File: src/rtl/rv_pkg.sv
// Shared definitions for the RV fetch path.
//   XLEN_DEFAULT / ILEN_DEFAULT : default PC and instruction widths
//   fetch_state_e               : fetch FSM state encoding
//   NOP                         : instruction shown to decode when nothing is queued
package rv_pkg;

  localparam int unsigned XLEN_DEFAULT = 32;
  localparam int unsigned ILEN_DEFAULT = 32;

  typedef enum logic {
    StIdle = 1'b0,
    StWait = 1'b1
  } fetch_state_e;

  // addi x0, x0, 0
  localparam logic [31:0] NOP = 32'h0000_0013;

endpackage

File: src/rtl/fetch_queue.sv
// Small synchronous FIFO holding fetched {pc, instr} entries.
// Ports:
//   clock, reset : clock and synchronous active-high reset
//   clear        : empties the queue (pointers and count back to zero)
//   push, pop    : write tail / retire head; ignored when full / empty
//   push_data    : tail entry
//   head_data    : head entry (storage output, valid when !empty)
//   full, empty  : occupancy flags
module fetch_queue #(
  parameter int unsigned DEPTH = 2,
  parameter int unsigned WIDTH = 64
) (
  input  logic             clock,
  input  logic             reset,
  input  logic             clear,
  input  logic             push,
  input  logic             pop,
  input  logic [WIDTH-1:0] push_data,
  output logic [WIDTH-1:0] head_data,
  output logic             full,
  output logic             empty
);

  localparam int unsigned PW = (DEPTH > 1) ? $clog2(DEPTH) : 1;

  logic [WIDTH-1:0] mem_q [DEPTH];
  logic [PW-1:0]    head_q, tail_q;
  logic [PW:0]      count_q;
  logic             do_push, do_pop;

  assign full    = (count_q == (PW+1)'(DEPTH));
  assign empty   = (count_q == '0);
  assign do_push = push && !full;
  assign do_pop  = pop && !empty;

  assign head_data = mem_q[head_q];

  // DEPTH is a power of two, so pointers wrap by natural overflow.
  always_ff @(posedge clock) begin
    if (reset || clear) begin
      head_q  <= '0;
      tail_q  <= '0;
      count_q <= '0;
    end else begin
      if (do_push) tail_q <= tail_q + PW'(1);
      if (do_pop)  head_q <= head_q + PW'(1);
      if (do_push && !do_pop)      count_q <= count_q + (PW+1)'(1);
      else if (do_pop && !do_push) count_q <= count_q - (PW+1)'(1);
    end
  end

  always_ff @(posedge clock) begin
    if (do_push) mem_q[tail_q] <= push_data;
  end

endmodule

File: src/rtl/fetch_stage.sv
// Instruction fetch stage sitting between program_counter and decode.
// Issues one instruction-memory request at a time, queues returned
// instructions with their PC and hands them to decode over valid/ready.
// Ports:
//   clock, reset        : clock and synchronous active-high reset
//   pc                  : current PC (word address) from program_counter
//   pc_enable           : advance/load strobe to program_counter
//   flush               : redirect; PC target arrives via program_counter
//   imem_req, imem_addr : one-cycle request strobe and word address
//   imem_rdata/rvalid   : returned instruction, variable latency >= 1
//   if_valid/pc/instr   : head of fetch queue to decode
//   id_ready            : decode accepts head
module fetch_stage
  import rv_pkg::*;
#(
  parameter int unsigned XLEN   = XLEN_DEFAULT,
  parameter int unsigned ILEN   = ILEN_DEFAULT,
  parameter int unsigned QDEPTH = 2
) (
  input  logic            clock,
  input  logic            reset,
  input  logic [XLEN-1:0] pc,
  output logic            pc_enable,
  input  logic            flush,
  output logic            imem_req,
  output logic [XLEN-1:0] imem_addr,
  input  logic [ILEN-1:0] imem_rdata,
  input  logic            imem_rvalid,
  output logic            if_valid,
  output logic [XLEN-1:0] if_pc,
  output logic [ILEN-1:0] if_instr,
  input  logic            id_ready
);

  fetch_state_e    state_q, state_d;
  logic            discard_q, discard_d;
  logic [XLEN-1:0] req_pc_q, req_pc_d;

  logic                 issue;
  logic                 q_push, q_pop, q_full, q_empty;
  logic [XLEN+ILEN-1:0] q_rdata;
  logic [XLEN-1:0]      head_pc;
  logic [ILEN-1:0]      head_instr;

  fetch_queue #(
    .DEPTH (QDEPTH),
    .WIDTH (XLEN + ILEN)
  ) u_queue (
    .clock     (clock),
    .reset     (reset),
    .clear     (flush),
    .push      (q_push),
    .pop       (q_pop),
    .push_data ({req_pc_q, imem_rdata}),
    .head_data (q_rdata),
    .full      (q_full),
    .empty     (q_empty)
  );

  assign {head_pc, head_instr} = q_rdata;

  // State register
  always_ff @(posedge clock) begin
    if (reset) begin
      state_q   <= StIdle;
      discard_q <= 1'b0;
      req_pc_q  <= '0;
    end else begin
      state_q   <= state_d;
      discard_q <= discard_d;
      req_pc_q  <= req_pc_d;
    end
  end

  // Next state. A response arriving in WAIT always ends the transaction,
  // whether it is kept, dropped by a pending discard, or dropped by flush.
  always_comb begin
    state_d   = state_q;
    discard_d = discard_q;
    req_pc_d  = req_pc_q;
    unique case (state_q)
      StIdle: begin
        if (issue) begin
          state_d  = StWait;
          req_pc_d = pc;
        end
      end
      StWait: begin
        if (imem_rvalid) begin
          state_d   = StIdle;
          discard_d = 1'b0;
        end else if (flush) begin
          discard_d = 1'b1;
        end
      end
    endcase
  end

  // Outputs
  always_comb begin
    issue     = !reset && (state_q == StIdle) && !q_full && !flush;
    imem_req  = issue;
    imem_addr = issue ? pc : '0;
    q_push    = !reset && (state_q == StWait) && imem_rvalid && !discard_q && !flush;
    pc_enable = !reset && (q_push || flush);
    // Flush clears the queue, so a same-cycle pop is cancelled.
    q_pop     = !q_empty && id_ready && !flush;
    if_valid  = !q_empty;
    if_pc     = q_empty ? '0 : head_pc;
    if_instr  = q_empty ? ILEN'(NOP) : head_instr;
  end

endmodule

File: config.mk
export PLATFORM = sky130hd
export DESIGN_NAME = fetch_stage
export DESIGN_NICKNAME = d
export VERILOG_FILES = /design/src/rtl/rv_pkg.sv /design/src/rtl/fetch_queue.sv /design/src/rtl/fetch_stage.sv
export SDC_FILE = /design/constraint.sdc
export NUM_CORES = 1
export LEC_CHECK = 0
export BUFFER_PORTS_ARGS = -buffer_cell sky130_fd_sc_hd__buf_2
export CAP_MARGIN = 15
export CORE_MARGIN = 1
export CORE_UTILIZATION = 53
export DETAILED_ROUTE_END_ITERATION = 7
export PLACE_DENSITY = 0.81
export SLEW_MARGIN = 20
export SYNTH_ARGS = -nofsm -noshare
export SYNTH_HDL_FRONTEND = slang
export SYNTH_SLANG_ARGS = --single-unit
export TNS_END_PERCENT = 100
File: constraint.sdc
create_clock -name clock -period 3.6 [get_ports clock]
set_clock_uncertainty 0.1 [all_clocks]
set_input_delay 0.72 -clock clock [delete_from_list [all_inputs] [get_ports clock]]
set_output_delay 0.72 -clock clock [all_outputs]
set_load 0.05 [all_outputs]
==> results.toml <==
[clocking]
cts_resized = 0
cts_root_buffer = "clkbuf_16"
htreeDepth = 4
cts_buffers = 17
clk_pin_slew_ns = 0.06
cts_setup_buffers = 0
hold_buffers = 0
cts_tree = "built"
clock_path_buffers = 2
cts.sinks = 167
clk_latency_ns = 0.42

[placement]
gp_congestion = 0.796
io_buffers = 167
place_hpwl_mm = 7.65

[pwr]
p_leak_nw = 3.20
ir_drop_mv = 0.225
powerDensity_nw_per_um2 = 522

[routing]
drc_errors = 0
ant_nets = 0
num_vias = 4030
post_drt_wl_per_cell_um = 15.3
drt-pass1-iter-count = 7
viasPerCell = 5.20
wirelength_mm = 11.9
drt_iter0_markers = 236

[worst_setup_path]
startpoint_type = "flop"
cp.required_ns = 2.78
critPathKind = "flop to output port"
path_max_fanout = 31
critPathCaptureType = "output port"
crit_arrival_ns = 1.98

[timing]
relSlewSlack = 0.369
drv_slew = 0
fmax_mhz = 357
hold_viol_final = 0
min_period_ns = 2.80
finalSetupTns_ns = 0
period_share = 0.779
worst_slew_pin_slew_ns = 0.946
rsz0062_at_grt = "no"
setup_viol = 0

[logic_synthesis]
synthCells = 453
syn_nets = 523
syn_avg_cell_area_um2 = 14.3
synth-seq-area-share = 0.713
ys_warn_count = 0
synth_seq_cells = 167
synthesis.area_um2 = 6480
synth.distinct_cells = 30
ys.flop_type = "edfxtp_1"
synth_enable_flop_cells = 128
synthArstFlopShare = 0

[global_route]
grt_usage = 0.192
antenna_found_initial = 0
grt_pass1_wl_mm = 18.3
grt_pass1_vias = 3813
overflow = 0
grt_max_degree = 65

[layout]
areaGrowthSynthToFinish_pct = 23.2
drive_gt1_frac = 0.330
nets = 685
diodes = 0
fin_util = 0.668

[floorplanning]
die_area_um2 = 12700
core_area_um2 = 12000
io_pins = 168
chipWidth_um = 113
rows = 40
dieHeight_um = 113
initial_core_util = 0.542

[min_path]
min-delay-path-class = "flop to flop"

[flow_run]
maxCapViolations = 0

[status]
run_status = "finished clean"
-- critical path, stage by stage (launching register included) --
cell     delay (ns)
dfxtp_4        0.71
buf_4          0.32
mux2i_1        0.10
nor2_1         0.13
buf_2          0.29
-- where the power goes --
part | internal, mW | total [mW] | leakage, nW | switching [mW]
clock network | 1.09 | 1.79 | 0.281 | 0.703
registers | 2.12 | 2.14 | 1.51 | 0.0257
logic | 0.0769 | 0.240 | 1.41 | 0.163
total | 3.28 | 4.17 | 3.20 | 0.892
-- metal layers --
| metal | GRT usage | part of all wire |
|---|---|---|
| met1 | 0.240 | 0.45 |
| met2 | 0.318 | 0.48 |
| met3 | 0.0410 | 0.052 |
| met4 | 0.0960 | 0.020 |
| met5 | 0 | 0 |
-- cell type report --
cell class | count | area, um^2
fill | 867 | 3970
multi-input combinational | 254 | 1680
clock inverter | 13 | 155
clock buffer | 19 | 433
timing repair buffer | 172 | 898
inverter | 3 | 11.3
tap | 147 | 184
sequential | 167 | 4630
-- metrics by stage --
| step | hold WS, ns | cell area, um^2 | cells | total power, mW | setup WS (ns) |
|---|---|---|---|---|---|
| finish | 0.351 | 7990 | 775 | 4.17 | 0.796 |
| global route | 0.368 | 7990 | 775 | 4.30 | 0.689 |
| CTS | 0.350 | 7990 | 775 | 4.20 | 0.759 |
| detailed placement | 0.336 | 7400 | 743 | 2.42 | 0.913 |
| global placement | 0.331 | 7400 | 743 | 2.41 | 0.950 |
| floorplan | 0.325 | 6480 | 453 | 2.34 | 0.325 |
-- cell usage after synthesis, types with 2 or more instances --
master,instances,share of area
inv_1,3,0.0017
a21oi_1,2,0.0015
clkbuf_2,3,0.0023
dfxtp_1,39,0.12
or3_1,2,0.0019
and3_1,32,0.031
nand2_1,35,0.020
nor3_1,3,0.0023
clkbuf_1,6,0.0035
buf_6,5,0.0087
buf_4,4,0.0046
o21bai_1,32,0.037
o21ai_0,2,0.0015
a211oi_1,2,0.0023
and2_1,3,0.0029
edfxtp_1,128,0.59
nor2_1,64,0.037
xor2_1,3,0.0041
mux2i_1,64,0.099
buf_2,11,0.0085
-- cell families after synthesis --
kind of cell	Yosys count	synth area share
buf+inv	32	0.0293
simple gates	146	0.108
xor+xnor	3	0.00405
fa+ha+maj	1	0.00193
mux	64	0.0988
flops	167	0.713
compound gates	40	0.0450
-- layout by cell type (no fill, tap or decap), types with 2 or more instances in the layout --
cell type   count
nor3_1          3
dfxtp_1        38
clkinv_1        3
clkbuf_1        2
xor2_1          3
clkinv_2        2
nor2_1         63
clkinv_4        2
inv_1           3
a21oi_1         2
edfxtp_1      128
buf_12          2
clkinvlp_4      2
buf_4           3
bufinv_16       3
o21bai_1       32
buf_2         167
and3_1         32
nand2_1        35
or3_1           2
and2_4          2
mux2i_1        64
o21ai_0         2
a211oi_1        2
clkbuf_16      17
-- sequential cells by signal, indices dropped and copies added (netlist names), named ones only --
name,cells
u_queue.count_q,2
discard_q,1
state_q,1
req_pc_q,32
u_queue.tail_q,1
u_queue.mem_q,128
u_queue.head_q,1
-- path summary, 6_finish.rpt --
| kind | endpoint | slack, ns | start | cells after the start |
|---|---|---|---|---|
| max reg2reg | u_queue.mem_q[1][62] | 1.31 | state_q | 3 |
| max | if_pc[12] | 0.80 | flop | 4 |
| min | u_queue.mem_q[1][44] | 0.35 | req_pc_q[12] | 0 |
| min reg2reg | u_queue.mem_q[1][44] | 0.35 | req_pc_q[12] | 0 |
Note: power is estimated with default switching activity, not from simulation.
